<file path="config.mk">
export PLATFORM = sky130hd
export DESIGN_NAME = i2c_cmd_sequencer
export DESIGN_NICKNAME = d
export VERILOG_FILES = /design/src/rtl/i2c_pkg.sv /design/src/rtl/i2c_tick_gen.sv /design/src/rtl/i2c_cmd_sequencer.sv
export SDC_FILE = /design/constraint.sdc
export NUM_CORES = 1
export LEC_CHECK = 0
export CORE_MARGIN = 4
export CORE_UTILIZATION = 57
export DETAILED_ROUTE_END_ITERATION = 12
export HOLD_SLACK_MARGIN = 0.06
export PLACE_DENSITY_LB_ADDON = 0.1
export SETUP_SLACK_MARGIN = 0.05
export SYNTH_ARGS = -nofsm -noshare
export SYNTH_HDL_FRONTEND = slang
export SYNTH_SLANG_ARGS = --single-unit
</file>
<file path="constraint.sdc">
create_clock -name i_clk -period 2.4 [get_ports i_clk]
set_input_delay 0.24 -clock i_clk [delete_from_list [all_inputs] [get_ports i_clk]]
set_output_delay 0.24 -clock i_clk [all_outputs]
set_load 0.01 [all_outputs]
</file>
<file path="src/rtl/i2c_pkg.sv">
// Shared types and constants for the I2C command sequencer.
// Holds the FSM state encoding, quarter-phase names and frame-length arithmetic.
package i2c_pkg;

    typedef enum logic [2:0] {
        ST_IDLE  = 3'd0,
        ST_START = 3'd1,
        ST_BIT   = 3'd2,
        ST_ACK   = 3'd3,
        ST_STOP  = 3'd4,
        ST_GAP   = 3'd5,
        ST_DONE  = 3'd6,
        ST_ERR   = 3'd7
    } state_t;

    localparam logic [1:0] Q0 = 2'd0;
    localparam logic [1:0] Q1 = 2'd1;
    localparam logic [1:0] Q2 = 2'd2;
    localparam logic [1:0] Q3 = 2'd3;

    localparam int START_QTRS = 3;
    localparam int BYTE_QTRS  = 36;
    localparam int STOP_QTRS  = 3;
    localparam int GAP_QTRS   = 4;

    // Quarters in one complete write frame, inter-frame gap included.
    function automatic int frame_quarters(input int data_bytes);
        return START_QTRS + BYTE_QTRS * (1 + data_bytes) + STOP_QTRS + GAP_QTRS;
    endfunction

endpackage

</file>
<file path="src/rtl/i2c_tick_gen.sv">
// Quarter-period tick generator: tick is high on the last cycle of every CLK_DIV-cycle quarter.
// clr restarts the count so a new frame begins on a full quarter.
module i2c_tick_gen #(
    parameter int CLK_DIV = 1
) (
    input  logic clk,
    input  logic rst,
    input  logic clr,
    output logic tick
);

    localparam int              CNT_W    = (CLK_DIV > 1) ? $clog2(CLK_DIV) : 1;
    localparam logic [CNT_W-1:0] CNT_LAST = CNT_W'(CLK_DIV - 1);
    localparam logic [CNT_W-1:0] CNT_ONE  = CNT_W'(1);
    localparam logic            DIV_ONE  = (CLK_DIV == 1);

    logic [CNT_W-1:0] cnt_r;
    logic             tick_r;

    // Quarter counter; tick_r is registered one step ahead so it coincides with cnt_r == CNT_LAST.
    always_ff @(posedge clk) begin
        if (rst || clr) begin
            cnt_r  <= {CNT_W{1'b0}};
            tick_r <= DIV_ONE;
        end else if (cnt_r == CNT_LAST) begin
            cnt_r  <= {CNT_W{1'b0}};
            tick_r <= DIV_ONE;
        end else begin
            cnt_r  <= cnt_r + CNT_ONE;
            tick_r <= ((cnt_r + CNT_ONE) == CNT_LAST);
        end
    end

    assign tick = tick_r;

endmodule

</file>
<file path="src/rtl/i2c_cmd_sequencer.sv">
// Walks an external table of NUM_CMDS register writes, sending each as one I2C write frame
// with ACK checking, bounded retry on NACK, and done/error reporting.
module i2c_cmd_sequencer
    import i2c_pkg::*;
#(
    parameter int         NUM_CMDS   = 7,
    parameter int         DATA_BYTES = 2,
    parameter int         CLK_DIV    = 1,
    parameter logic [6:0] DEV_ADDR   = 7'h1A,
    parameter int         MAX_RETRY  = 3,
    localparam int        IDX_W      = (NUM_CMDS > 1) ? $clog2(NUM_CMDS) : 1
) (
    input  logic                    i_clk,
    input  logic                    i_rst,
    input  logic                    i_start,
    output logic [IDX_W-1:0]        o_cmd_idx,
    input  logic [8*DATA_BYTES-1:0] i_cmd_data,
    input  logic                    i_sda,
    output logic                    o_sclk,
    output logic                    o_sdat,
    output logic                    o_oen,
    output logic                    o_busy,
    output logic                    o_finished,
    output logic                    o_error,
    output logic [IDX_W-1:0]        o_err_idx
);

    localparam int                 FRAME_W     = 8 * (DATA_BYTES + 1);
    localparam int                 RETRY_W     = (MAX_RETRY > 0) ? $clog2(MAX_RETRY + 1) : 1;
    localparam logic [IDX_W-1:0]   LAST_IDX    = IDX_W'(NUM_CMDS - 1);
    localparam logic [IDX_W-1:0]   IDX_ONE     = IDX_W'(1);
    localparam logic [RETRY_W-1:0] RETRY_LIMIT = RETRY_W'(MAX_RETRY);
    localparam logic [RETRY_W-1:0] RETRY_ONE   = RETRY_W'(1);
    localparam logic [2:0]         LAST_BYTE   = 3'(DATA_BYTES);

    state_t               state_r;
    logic [1:0]           qtr_r;
    logic [2:0]           bit_r;
    logic [2:0]           byte_r;
    logic [FRAME_W-1:0]   shift_r;
    logic [IDX_W-1:0]     idx_r;
    logic [RETRY_W-1:0]   retry_r;
    logic                 nack_r;
    logic                 sclk_r;
    logic                 sdat_r;
    logic                 oen_r;
    logic                 busy_r;
    logic                 fin_r;
    logic                 err_r;
    logic [IDX_W-1:0]     err_idx_r;

    logic                 tick_s;
    logic                 accept_s;
    logic [FRAME_W-1:0]   frame_s;

    // Address byte (write direction) followed by the payload, MSB byte first.
    assign frame_s  = {DEV_ADDR, 1'b0, i_cmd_data};
    assign accept_s = i_start && !busy_r;

    i2c_tick_gen #(
        .CLK_DIV (CLK_DIV)
    ) u_tick_gen (
        .clk  (i_clk),
        .rst  (i_rst),
        .clr  (accept_s),
        .tick (tick_s)
    );

    // Frame sequencer: every bus line is a register updated only on quarter ticks.
    always_ff @(posedge i_clk) begin
        if (i_rst) begin
            state_r   <= ST_IDLE;
            qtr_r     <= Q0;
            bit_r     <= 3'd0;
            byte_r    <= 3'd0;
            shift_r   <= {FRAME_W{1'b0}};
            idx_r     <= {IDX_W{1'b0}};
            retry_r   <= {RETRY_W{1'b0}};
            nack_r    <= 1'b0;
            sclk_r    <= 1'b1;
            sdat_r    <= 1'b1;
            oen_r     <= 1'b1;
            busy_r    <= 1'b0;
            fin_r     <= 1'b0;
            err_r     <= 1'b0;
            err_idx_r <= {IDX_W{1'b0}};
        end else begin
            fin_r <= 1'b0;
            case (state_r)
                ST_IDLE, ST_DONE, ST_ERR: begin
                    sclk_r <= 1'b1;
                    sdat_r <= 1'b1;
                    oen_r  <= 1'b1;
                    if (accept_s) begin
                        state_r <= ST_START;
                        qtr_r   <= Q0;
                        idx_r   <= {IDX_W{1'b0}};
                        retry_r <= {RETRY_W{1'b0}};
                        nack_r  <= 1'b0;
                        err_r   <= 1'b0;
                        busy_r  <= 1'b1;
                    end else begin
                        state_r <= ST_IDLE;
                    end
                end

                ST_START: begin
                    if (tick_s) begin
                        case (qtr_r)
                            Q0: begin
                                qtr_r  <= Q1;
                                sdat_r <= 1'b0;
                            end
                            Q1: begin
                                qtr_r  <= Q2;
                                sclk_r <= 1'b0;
                            end
                            default: begin
                                state_r <= ST_BIT;
                                qtr_r   <= Q0;
                                bit_r   <= 3'd0;
                                byte_r  <= 3'd0;
                                sdat_r  <= frame_s[FRAME_W-1];
                                shift_r <= {frame_s[FRAME_W-2:0], 1'b0};
                            end
                        endcase
                    end
                end

                ST_BIT: begin
                    if (tick_s) begin
                        case (qtr_r)
                            Q0: qtr_r <= Q1;
                            Q1: begin
                                qtr_r  <= Q2;
                                sclk_r <= 1'b1;
                            end
                            Q2: qtr_r <= Q3;
                            default: begin
                                qtr_r  <= Q0;
                                sclk_r <= 1'b0;
                                if (bit_r == 3'd7) begin
                                    // Release SDA on the same edge that drops SCL.
                                    state_r <= ST_ACK;
                                    oen_r   <= 1'b0;
                                    sdat_r  <= 1'b1;
                                end else begin
                                    bit_r   <= bit_r + 3'd1;
                                    sdat_r  <= shift_r[FRAME_W-1];
                                    shift_r <= {shift_r[FRAME_W-2:0], 1'b0};
                                end
                            end
                        endcase
                    end
                end

                ST_ACK: begin
                    if (tick_s) begin
                        case (qtr_r)
                            Q0: qtr_r <= Q1;
                            Q1: begin
                                qtr_r  <= Q2;
                                sclk_r <= 1'b1;
                            end
                            Q2: begin
                                qtr_r  <= Q3;
                                nack_r <= i_sda;
                            end
                            default: begin
                                qtr_r  <= Q0;
                                sclk_r <= 1'b0;
                                oen_r  <= 1'b1;
                                if (nack_r || (byte_r == LAST_BYTE)) begin
                                    state_r <= ST_STOP;
                                    sdat_r  <= 1'b0;
                                end else begin
                                    state_r <= ST_BIT;
                                    byte_r  <= byte_r + 3'd1;
                                    bit_r   <= 3'd0;
                                    sdat_r  <= shift_r[FRAME_W-1];
                                    shift_r <= {shift_r[FRAME_W-2:0], 1'b0};
                                end
                            end
                        endcase
                    end
                end

                ST_STOP: begin
                    if (tick_s) begin
                        case (qtr_r)
                            Q0: begin
                                qtr_r  <= Q1;
                                sclk_r <= 1'b1;
                            end
                            Q1: begin
                                qtr_r  <= Q2;
                                sdat_r <= 1'b1;
                            end
                            default: begin
                                state_r <= ST_GAP;
                                qtr_r   <= Q0;
                            end
                        endcase
                    end
                end

                ST_GAP: begin
                    if (tick_s) begin
                        if (qtr_r != Q3) begin
                            qtr_r <= qtr_r + 2'd1;
                        end else begin
                            qtr_r <= Q0;
                            if (nack_r && (retry_r < RETRY_LIMIT)) begin
                                retry_r <= retry_r + RETRY_ONE;
                                nack_r  <= 1'b0;
                                state_r <= ST_START;
                            end else if (nack_r) begin
                                state_r   <= ST_ERR;
                                err_r     <= 1'b1;
                                err_idx_r <= idx_r;
                                busy_r    <= 1'b0;
                            end else if (idx_r == LAST_IDX) begin
                                state_r <= ST_DONE;
                                fin_r   <= 1'b1;
                                busy_r  <= 1'b0;
                            end else begin
                                idx_r   <= idx_r + IDX_ONE;
                                retry_r <= {RETRY_W{1'b0}};
                                state_r <= ST_START;
                            end
                        end
                    end
                end

                default: begin
                    state_r <= ST_IDLE;
                    sclk_r  <= 1'b1;
                    sdat_r  <= 1'b1;
                    oen_r   <= 1'b1;
                    busy_r  <= 1'b0;
                end
            endcase
        end
    end

    assign o_cmd_idx  = idx_r;
    assign o_sclk     = sclk_r;
    assign o_sdat     = sdat_r;
    assign o_oen      = oen_r;
    assign o_busy     = busy_r;
    assign o_finished = fin_r;
    assign o_error    = err_r;
    assign o_err_idx  = err_idx_r;

endmodule

</file>
==> results.md, run 1 <==
- Fin cells: 423
- Status: finished clean
- Vias in the first global route: 2395
- Syn Inst Count: around 330
- Tmin final: 2.17 ns
- Root buf cell: clkbuf_8
- Die X: between 80 and 90 um
- Post-synthesis sequential area ratio: 33.8%
- Initial antenna violation count: 0
- Startpoint Class: flip-flop
- Crit Path Max Fanout: 50
- Post-DP HPWL: 4590 um
- Port bufs: 31
- Internal power: about 2.2 mW
- Area Overhead vs Synth: 15.5%
- Routed length per instance: about 15 um
- Top cell type by total area after synthesis: dfxtp_1
- Inst Count DP: 416
- DRT Wirelength: 6380 um
- Power per cell area: 1050 mW/mm^2
- Count of flip-flops with a built-in enable after synthesis: 0
- HP Class: primary input to flip-flop
- Endpoints failing hold: 0
- Clock skew: between 0.01 and 0.015 ns
- TritonCTS clock tree: built
- Gate power share: between 50% and 60%
- Mapped cell area: 0.00296 mm^2
- Largest net degree at the start of global routing: 51
- Unrepaired setup endpoints after global routing: no
- Worst slew pin tran: 0.581 ns
- Final setup vio count: 0
- GR peak layer: met2
- Distinct cells, synth: between 60 and 70
- Crit Path Category: flip-flop to flip-flop
- Max-cap violations: 0
- Switching power: 1.43 mW
- Syn_nets: 366
- Switching Fraction: 39.8%
- Antenna Cells: 0
- Drt first pass iters: 4
- Fin crit share: 90.3%
- Most common library cells after synthesis: dfxtp_1 (50), nor2_1 (43), mux2i_1 (27), a21oi_1 (20), a211oi_2 (15)
- Num ports: 32
- Yosys top cell area share: between 30% and 40%
- GR Layer Usage met2: 33.4%
- Count leader, synth: dfxtp_1
- Synth warnings: 0
- Row count: 25
- Num Clock Sinks: 50
- Count of pins over their slew limit: 0
- Global-route wire length before repair: 11000 um
- VDD IR-drop max: 0.000501 V
- Die area: ~0.0064 mm^2
- Seq cells post-synth: 50
- Reg power frac: between 30% and 40%
- Core box area: 0.00488 mm^2
- Most frequent cell on the critical path: nor2_1
- Fmax: around 460 MHz
- Syn_area_per_cell: 8.92 um^2
- Total Routing Usage GR: 21.1%
- Clock transition at path regs: about 0.090 ns
- Initial Util: roughly 60%
- P_leak: ~1.2 nW
- Via count: between 2000 and 2500
- Resize count post-CTS: 0
- Nets@finish: 390
- Layout cells sized above 1: 13.2%
- Cts bufs inserted: 5
- Crit path arrival time: 2.38 ns
- Fraction of met3 tracks used by global routing: 5.04%
- Clk network pwr share: 16.3%
- CTS max path bufs: 2
- Async SR Flop Fraction: 0%
- Ys flop type: dfxtp_1
- Worst path cell trace: inv_1 -> ha_1 -> nor2_1 -> nor2_2 -> nor4bb_4 -> buf_12 -> nor2_1 -> a311oi_2
- Synth area leaders: dfxtp_1 (34%), mux2i_1 (9.1%), a211oi_2 (6.3%)
- Clock Latency Late Sink: between 0.3 and 0.4 ns
- Setup Total Neg Slack: 0 ns
- GR Util met1: between 20% and 30%
- Crit path largest cell delay: 0.43 ns
- Post-CTS Setup Bufs: 0
- GP Congestion: ~0.85
- Critical Path Sink Type: flip-flop
- Final core occ: between 70% and 80%
- DRC: 0
- CTS H-tree depth: 2
- Final global-route overflow total: 0
- Die height: 80.1 um
- Relative slew slack: about 61%
- 1st-iter DRT viols: 184
- Routed Antenna Nets: 0
- Worst EP required: 2.61 ns
- Crit-path slowest cell: dfxtp_1
- Post-DR vias/cell: 5.71
- Cts hold-fix bufs: 0
path summary, 6_finish.rpt:
kind | slack [ns] | endpoint | start | depth (start not counted)
max | 0.23 | shift_r[21] | qtr_r[0] | 8
min | 0.41 | nack_r | i_rst | 2
max reg2reg | 0.23 | shift_r[21] | qtr_r[0] | 8
min reg2reg | 0.46 | o_error | o_error | 2
cell usage in the layout, fill, tap and decap left out, drive strengths merged, types with 3 or more instances in the layout:
master / count
dfxtp: 50
nor2: 44
clkdlybuf4s50: 30
mux2i: 27
a21oi: 20
a211oi: 16
o21ai: 15
ha: 14
inv: 14
buf: 13
nand2: 12
nand2b: 9
nor2b: 5
clkbuf: 5
nand3b: 5
nor3: 5
nand4b: 4
nor3b: 4
nand3: 4
o22ai: 4
o31ai: 4
a311oi: 4
o211ai: 3
and2: 3
nor4: 3
or3: 3
logic make-up (layout without fill, tap and decap cells):
group	count (synthesis)	count (layout)	share of synthesized area, %
xor gates and xnor gates	2	2	0.592
and+or+nand+nor	113	113	20.7
AOI/OAI and AO/OA	84	84	22.2
adders and majority gates	15	15	6.25
muxes	27	27	9.13
other	1	1	0.127
DFF	50	50	33.8
buffers and inverters	40	64	7.18
registers in the layout, indices dropped and copies added (netlist names), 2 cells and up:
signal / flops
bit_r: 3
byte_r: 3
o_cmd_idx: 3
o_err_idx: 3
qtr_r: 2
retry_r: 2
shift_r: 23
state_r: 3
layout make-up:
cell class	count	area, um^2
clock inverters	2	38.8
flip-flops and latches	50	1000
repair buffers	43	420
fillers	410	1460
multi-input cells	242	1760
inverters	14	52.6
well taps	67	83.8
clock buffers	5	68.8
through the flow:
step	area (um^2)	setup WS [ns]	hold slack, ns	total power, mW
2_1_floorplan	2960	0.563	0.344	2.73
3_3_place_gp	3310	0.270	0.435	2.98
3_5_place_dp	3310	0.280	0.452	3.01
4_1_cts	3420	0.249	0.414	3.61
5_1_grt	3420	0.0703	0.447	3.85
6_report	3420	0.234	0.414	3.59
power groups by stage:
stage               sequential [mW]  clock (mW)  combinational, mW
global route                   1.18       0.633               2.05
CTS                            1.15       0.601               1.86
floorplan                      1.13           0               1.60
finish                         1.15       0.587               1.86
global placement               1.16           0               1.82
detailed placement             1.17           0               1.85
routing by layer:
layer	share of wire, %	wire length (um)
met1	48	3080
met2	46	2900
met3	5.1	324
met4	1.0	65
met5	0	0
worst max-delay path: cells and delay by family (launching register included):
family	cells	cell delay (ns)
buffers and inverters	2	0.42
DFF	1	0.43
adders and majority gates	1	0.26
AOI/OAI and AO/OA	1	0.23
and+or+nand+nor	4	0.73
No activity file was read; power rests on OpenSTA's default activity.
==> run 2, diff against run 1 <==
--- a/config.mk
+++ b/config.mk
@@ -5,6 +5,7 @@
 export SDC_FILE = /design/constraint.sdc
 export NUM_CORES = 1
 export LEC_CHECK = 0
+export CAP_MARGIN = 10
 export CORE_MARGIN = 4
 export CORE_UTILIZATION = 57
 export DETAILED_ROUTE_END_ITERATION = 12
==> constraint.sdc (replaced) <==
create_clock -name i_clk -period 2.4 [get_ports i_clk]
set_input_delay 0.24 -clock i_clk [delete_from_list [all_inputs] [get_ports i_clk]]
set_output_delay 0.24 -clock i_clk [all_outputs]
set_load 0.05 [all_outputs]
==> results of run 2 <==
Same layout as run 1 (identical final DEF). Status: finished clean.
Among the figures that moved: total power 3.59 mW -> 3.67 mW; worst IR drop on VDD 0.000501 V -> 0.000513 V
